[src/rtl/facelet_capture.sv]
// ---------------------------------------------------------------------------
// facelet_capture
//
// Records the nine facelets of one cube face from a colour sensor stream.
// Each capture request waits until the incoming colour has been steady and
// valid for STABLE_CYCLES consecutive cycles, then writes that colour into
// the next free slot of the face buffer.
//
// Parameters:
//   STABLE_CYCLES   consecutive identical valid samples needed (1..65535)
//   TIMEOUT_CYCLES  settle-time limit per facelet (1..2^24-1), only used
//                   when FACELET_CAPTURE_TIMEOUT_EN is defined
//
// Build option:
//   FACELET_CAPTURE_TIMEOUT_EN  when defined, a facelet that never settles
//                               is stored as unknown (3'd7) after
//                               TIMEOUT_CYCLES and error pulses with done.
//                               When undefined, settling waits forever and
//                               error is tied low.
//
// Ports:
//   clock        system clock, rising edge
//   reset        synchronous active-high reset
//   color[2:0]   sensor colour; 0..5 valid, 6/7 invalid
//   capture      one-cycle request to record the next facelet (IDLE only)
//   clear        discard the face buffer and return to IDLE
//   busy         high while settling or storing
//   done         one-cycle pulse when a slot has been written
//   error        one-cycle pulse with done when the slot was a timeout
//   index[3:0]   number of facelets stored (0..9)
//   face_colors  slot i at bits [3i+2:3i]
//   face_valid   high while all nine slots are filled
// ---------------------------------------------------------------------------
//
// state  | meaning
// -------+---------------------------------------------------------------
// IDLE   | waiting for capture, buffer not full
// SETTLE | watching the colour stream for a stable run (or timeout)
// STORE  | writing prev_color into slot index, pulsing done
// FULL   | all nine slots written, holding until clear
//
module facelet_capture #(
  parameter int unsigned STABLE_CYCLES  = 1000,
  parameter int unsigned TIMEOUT_CYCLES = 6500000
) (
  input  logic        clock,
  input  logic        reset,
  input  logic [2:0]  color,
  input  logic        capture,
  input  logic        clear,
  output logic        busy,
  output logic        done,
  output logic        error,
  output logic [3:0]  index,
  output logic [26:0] face_colors,
  output logic        face_valid
);

  typedef enum logic [1:0] {
    IDLE   = 2'd0,
    SETTLE = 2'd1,
    STORE  = 2'd2,
    FULL   = 2'd3
  } state_t;

  localparam logic [15:0] STABLE_TC     = 16'(STABLE_CYCLES);
  localparam logic [2:0]  COLOR_UNKNOWN = 3'd7;
  localparam logic [3:0]  SLOTS         = 4'd9;

  if (STABLE_CYCLES < 1 || STABLE_CYCLES > 65535) begin : g_bad_stable
    $error("facelet_capture: STABLE_CYCLES out of range");
  end
  if (TIMEOUT_CYCLES < 1 || TIMEOUT_CYCLES > 24'hFFFFFF) begin : g_bad_timeout
    $error("facelet_capture: TIMEOUT_CYCLES out of range");
  end

  state_t      state;
  state_t      state_nxt;
  logic [2:0]  prev_color;
  logic [15:0] stable_cnt;
  logic        done_q;

  logic        color_valid;
  logic        color_match;
  logic        stable_hit;
  logic        timeout_hit;
  logic        start;

  assign color_valid = (color < 3'd6);
  assign color_match = color_valid && (color == prev_color);
  // stable_cnt saturates, so ">=" keeps the exit condition true even if the
  // counter were ever to run past the terminal count.
  assign stable_hit  = (stable_cnt >= STABLE_TC);
  assign start       = capture && (index < SLOTS);

  // -------------------------------------------------------------------------
  // Optional settle timeout
  // -------------------------------------------------------------------------
`ifdef FACELET_CAPTURE_TIMEOUT_EN
  localparam logic [23:0] TIMEOUT_TC = 24'(TIMEOUT_CYCLES - 1);

  logic [23:0] timeout_cnt;
  logic        timed_out;
  logic        error_q;

  assign timeout_hit = (timeout_cnt == TIMEOUT_TC);

  always_ff @(posedge clock) begin
    if (reset || clear) begin
      timeout_cnt <= 24'd0;
      timed_out   <= 1'b0;
      error_q     <= 1'b0;
    end else begin
      error_q <= 1'b0;
      case (state)
        IDLE: begin
          if (start) begin
            timeout_cnt <= 24'd0;
            timed_out   <= 1'b0;
          end
        end
        SETTLE: begin
          timeout_cnt <= timeout_cnt + 24'd1;
          // A stable run finishing on the same cycle wins over the timeout.
          if (!stable_hit && timeout_hit) begin
            timed_out <= 1'b1;
          end
        end
        STORE: begin
          error_q <= timed_out;
        end
        default: ;
      endcase
    end
  end

  assign error = error_q;
`else
  assign timeout_hit = 1'b0;
  assign error       = 1'b0;
`endif

  // -------------------------------------------------------------------------
  // State register and next-state logic
  // -------------------------------------------------------------------------
  always_ff @(posedge clock) begin
    if (reset) begin
      state <= IDLE;
    end else begin
      state <= state_nxt;
    end
  end

  always_comb begin
    state_nxt = state;
    case (state)
      IDLE: begin
        if (start) begin
          state_nxt = SETTLE;
        end
      end
      SETTLE: begin
        if (stable_hit || timeout_hit) begin
          state_nxt = STORE;
        end
      end
      STORE: begin
        // index is incremented on this edge; slot 8 is the last one.
        state_nxt = (index == (SLOTS - 4'd1)) ? FULL : IDLE;
      end
      FULL: begin
        state_nxt = FULL;
      end
      default: begin
        state_nxt = IDLE;
      end
    endcase
    if (clear) begin
      state_nxt = IDLE;
    end
  end

  // -------------------------------------------------------------------------
  // Settle tracking and face buffer
  // -------------------------------------------------------------------------
  always_ff @(posedge clock) begin
    if (reset) begin
      prev_color  <= 3'd0;
      stable_cnt  <= 16'd0;
      index       <= 4'd0;
      face_colors <= '1;
      done_q      <= 1'b0;
    end else begin
      done_q <= 1'b0;
      if (clear) begin
        // Also cancels a STORE in flight: no slot write, no done.
        prev_color  <= 3'd0;
        stable_cnt  <= 16'd0;
        index       <= 4'd0;
        face_colors <= '1;
      end else begin
        case (state)
          IDLE: begin
            if (start) begin
              prev_color <= color;
              stable_cnt <= 16'd0;
            end
          end
          SETTLE: begin
            if (stable_hit) begin
              // Hold prev_color: it is the value about to be stored.
              stable_cnt <= stable_cnt;
            end else if (timeout_hit) begin
              prev_color <= COLOR_UNKNOWN;
            end else if (color_match) begin
              if (stable_cnt != 16'hFFFF) begin
                stable_cnt <= stable_cnt + 16'd1;
              end
            end else begin
              stable_cnt <= 16'd0;
              prev_color <= color;
            end
          end
          STORE: begin
            for (int i = 0; i < 9; i++) begin
              if (index == 4'(i)) begin
                face_colors[3*i +: 3] <= prev_color;
              end
            end
            index  <= index + 4'd1;
            done_q <= 1'b1;
          end
          default: ;
        endcase
      end
    end
  end

  assign done       = done_q;
  assign busy       = (state == SETTLE) || (state == STORE);
  assign face_valid = (state == FULL);

endmodule

[config.mk]
export PLATFORM = sky130hd
export DESIGN_NAME = facelet_capture
export DESIGN_NICKNAME = d
export VERILOG_FILES = /design/src/rtl/facelet_capture.sv
export SDC_FILE = /design/constraint.sdc
export NUM_CORES = 1
export LEC_CHECK = 0
export ABC_CLOCK_PERIOD_IN_PS = 2740
export CORE_MARGIN = 3
export CORE_UTILIZATION = 57
export DETAILED_ROUTE_END_ITERATION = 8
export PLACE_DENSITY = 0.95
export SLEW_MARGIN = 20
export SYNTH_ARGS = -nofsm -noshare
export SYNTH_HDL_FRONTEND = slang
export SYNTH_SLANG_ARGS = --single-unit
[constraint.sdc]
create_clock -name clock -period 2.74 [get_ports clock]
set_input_delay 0.548 -clock clock [delete_from_list [all_inputs] [get_ports clock]]
set_output_delay 0.548 -clock clock [all_outputs]
set_load 0.005 [all_outputs]
* After elaboration in Yosys (flattened, before gate mapping)
Index checks and enable logic that the tools add are counted.
Word-level totals: register bits 53, logic and storage cells 70
Cells by class: add/sub/neg operators 2, order comparisons 3, eq/ne operators 18, muxes and demuxes 14, reduce and logical (&&, ||, !) cells 19
Operator list (number):
- 16-bit two-way mux | 4
- 16-bit case mux with 2 select lines | 1
- 2-bit AND reduction | 10
- 16-bit by 1-bit adder with 16-bit output (second input constant) | 1
- 4-bit by 3-bit == test with 1-bit output (second input constant) | 4
- 16-bit by 10-bit >= comparator with 1-bit output (second input constant) | 1
- 16-bit != test (second input constant) | 1
- 3-bit two-way mux | 3
- 4-bit by 2-bit == test with 1-bit output (second input constant) | 2
- 2-bit != test (second input constant) | 4
- 2-bit case mux with 4 select lines | 1
- 4-bit AND reduction | 2
- 2-bit two-way mux | 3
- 3-bit case mux with 2 select lines | 1
- 4-bit by 1-bit adder with 4-bit output (second input constant) | 1
- 2-bit == test (second input constant) | 2
- 4-bit by 1-bit == test with 1-bit output (second input constant) | 1
- 4-bit == test (second input constant) | 1
- 4-bit zero test | 1
- 4-bit < comparator (second input constant) | 1
- 3-bit == test | 1
- 3-bit < comparator (second input constant) | 1
- 3-bit != test (second input constant) | 1
- 2-bit by 1-bit == test with 1-bit output (second input constant) | 1
- other kinds (6) | 7

* Depth between registers and ports, before layout
word-level depth 5, mapped depth 8, gate-level depth less buffers 7

* Worst setup path after synthesis
No wires, ideal clock.
kind reg2reg, start point register index[0], end point register stable_cnt[2], data arrival time 1598 ps, data required time 2623 ps, setup slack 1025 ps, stages on the path, launching flop included 8, path buffers 0, period minus slack after synthesis 1715 ps, path through dfxtp_1 inv_1 ha_1 nor2b_1 o21ai_1 o2bb2ai_2 nor2_2 a32o_1
Between the ends: longest elaborated chain between the ends 4
Ends and longest elaborated chain:
- start: declaration | line 54 | output logic [3:0] index,
- start signal: assignment | line 230 | index <= index + 4'd1;
- 4-bit < comparator | line 94 | assign start = capture && (index < SLOTS);
- 1-bit logical AND | line 94
- 2-bit != test (no source line)
- 4-bit AND reduction (no source line)
- end signal: assignment | line 212 | stable_cnt <= stable_cnt;
- end signal: assignment | line 217 | stable_cnt <= stable_cnt + 16'd1;
- end: declaration | line 80 | logic [15:0] stable_cnt;
Every way passes these cells. A chain may end at the register's enable or synchronous reset.

* Worst setup path in the final report
start point register index[0], end point register stable_cnt[5]
Same word-level chain as after synthesis.

==> impl_results.md <==
- Via/cell ratio: about 6.2
- CTS hold repair buffers: 0
- Chip height: between 70 and 80 um
- H-tree depth: 2
- Final net count: 314
- Top post-synthesis cells by count: 53 x dfxtp_1, 42 x nand2_1, 25 x mux2i_1, 12 x and3_1
- Fin crit share: 0.8072
- Setup TNS: 0 ps
- Reg2reg end: stable_cnt[5]
- Maximum vdd drop: between 0.3 and 0.4 mV
- Max-cap check violation count: 0
- Post-synth EDFFs: 0
- Fmax: about 450 MHz
- RSZ-0062 raised after global routing: false
- Worst r2r src: index[0]
- Post-synthesis register bit count: 53
- Reg2reg path depth: 7
- CTS buffer count: 5
- Via Count: approximately 2100
- DRC violation count after routing: 0
- Hold WC Path Type: flip-flop to flip-flop
- Final Setup Violations: 0
- Core area: 4115 sq um
- Asr flop ratio synth: 0
- Slew margin rel.: 0.5666
- Clock sink total: 53
- Top FF cell, synth: dfxtp_1
- Final antenna-violating net count: 0
- Synthesized Nets: 284
- Syn Area/Cell: roughly 9.4 sq um
- Worst-path cell chain: inv_1 -> ha_1 -> nor2b_1 -> o21ai_1 -> o2bb2ai_2 -> nor2_2 -> a32o_1
- Final Slew Violations: 0
- Min cycle time layout: roughly 2200 ps
- Setup crit end: stable_cnt[5]
- Largest net degree at the start of global routing: 40
- Initial antenna violation count: 0
- Vias in the first global route: 2223
- Die area: between 5000 and 6000 sq um
- Gr ovfl total: 0
- IO Port Bufs: 40
- Post-synthesis instance area: around 2500 sq um
- Pleak: around 1.2 nW
- Fin area: about 3000 sq um
- Yosys top cell area share: 0.4253
- Synth unique cells: 44
- Detail Placement HPWL: around 4200 um
- Overall global routing resource usage: 0.2584
- TritonCTS clock tree: built
- Root buf cell: clkbuf_8
- Non-filler cells, final: about 350
- P&R area growth vs syn: 18.76%
- CP startpoint: index[0]
- Crit Path Class: flip-flop to flip-flop
- Dpl cells: approximately 340
- DR WL/cell: between 15 and 20 um
- DRT Pass-1 Iters: 5
- CP Max Fanout: 13
- Latest clock arrival within the worst-skew pair: between 300 and 400 ps
- Die Wd: 72.16 um
- Yosys warns: 0
- Largest area contributor in the netlist: dfxtp_1
- Ratio of cells with drive above 1 in the final layout: 0.07744
- Seq/Total Area, Yosys: 0.4253
- Cell row count: 23
- Fin util: 0.7200
- CP peak stage delay: approximately 460 ps
- Setup crit start kind: flip-flop
- Skew final: approximately 6.5 ps
- DRT Wirelength: approximately 6300 um
- Worst slew pin tran: 646.3 ps
- Antenna Cells: 0
- CP max-delay cell: dfxtp_1
- Global placement routability congestion: between 0.8 and 0.9
- # Post-CTS Setup Buffers: 0
- Clk buf depth: 2
- WP data arrival: ~2400 ps
- First-pass GRT wire length: 10560 um
- Pwr Density: 451.0 nW/um^2
- Drt first-iter violations: around 180
- Initial Utilization: 0.6063
- Cells after Synth: approximately 270
- Reg-to-reg slack, setup: ~530 ps
- Clk pin slew, worst setup/hold paths: roughly 100 ps
- Worst EP required: roughly 3000 ps
- Top Ports: between 40 and 50
- Synth top area cells: dfxtp_1 43%, mux2i_1 10%, nand2_1 6.3%
- CTS resizes: 0
- Final hold violation count: 0
- Status: finished clean
- Count leader, synth: dfxtp_1
- Crit end category: flip-flop
- Area after DPL: 2875 sq um
==> worst min-delay path by stage <==
stage	startpoint	to	slack, ps	cells after the start
detailed placement	face_colors[4]	face_colors[4]	460	2
CTS	face_colors[24]	face_colors[24]	480	2
global route	face_colors[4]	face_colors[4]	510	2
floorplan	face_colors[24]	face_colors[24]	460	2
global placement	face_colors[4]	face_colors[4]	450	2
finish	face_colors[24]	face_colors[24]	480	2
==> cell type report <==
| type | count | area (sq um) |
|---|---|---|
| inverter | 7 | 26.28 |
| clock buffer | 6 | 72.57 |
| tap | 50 | 62.56 |
| timing repair buffer | 41 | 407.9 |
| clock inverter | 2 | 15.01 |
| fill | 281 | 1152 |
| sequential | 53 | 1061 |
| multi-input combinational | 188 | 1318 |
==> stage by stage <==
step	total power (W)	worst slack, ps	hold slack [ps]
finish	0.001336	528.3	479.0
global route	0.001369	362.2	509.5
CTS	0.001335	543.2	484.9
detailed placement	0.0009069	447.3	459.4
global placement	0.0009028	530.5	454.0
floorplan	0.0008832	1025	464.1
==> layout by cell type (no fill, tap or decap), types with 7 or more instances in the layout <==
master	instances
clkdlybuf4s50_1	40
nand2_1	42
a21oi_1	8
nor3_1	7
ha_1	11
dfxtp_1	53
nand3_1	11
mux2i_1	25
nor2_1	9
nand4_1	7
and3_1	12
==> kinds of logic (layout without fill, tap and decap cells) <==
family	after synthesis	count (layout)	share of synthesized area
other cells	1	1	0.001503
xor+xnor	5	5	0.01756
compound gates	35	35	0.1194
simple gates	111	111	0.2332
buf+inv	25	56	0.04764
mux	25	25	0.1003
fa+ha+maj	11	11	0.05516
flops	53	53	0.4253
==> flip-flops by register name, summed over array words and instances (netlist names) <==
name / count
state: 2
face_colors: 27
index: 4
stable_cnt: 16
done: 1
prev_color: 3
==> worst max-delay path, delay by kind of cell (launching register included) <==
family	cells	cell delay [ps]
buffers and inverters	1	130
and+or+nand+nor	2	320
adders and majority gates	1	210
DFF	1	460
AOI/OAI and AO/OA	3	1000
==> per-layer routing <==
metal / track usage / routed length, um / up-vias
met2: 0.4388 / 3168 / 95
met1: 0.2903 / 2491 / 1030
met5: 0 / 0 / -
met4: 0.1441 / 239 / 0
li1: - / - / 992
met3: 0.07202 / 401 / 22
==> report_power, final <==
| group | internal [W] | total (W) | switching, W |
|---|---|---|---|
| clock network | 0.000181 | 0.000443 | 0.000263 |
| registers | 0.000773 | 0.000783 | 0.00000992 |
| logic | 0.0000424 | 0.000110 | 0.0000671 |
| total | 0.000996 | 0.00134 | 0.000340 |
No activity file was read; power rests on OpenSTA's default activity.
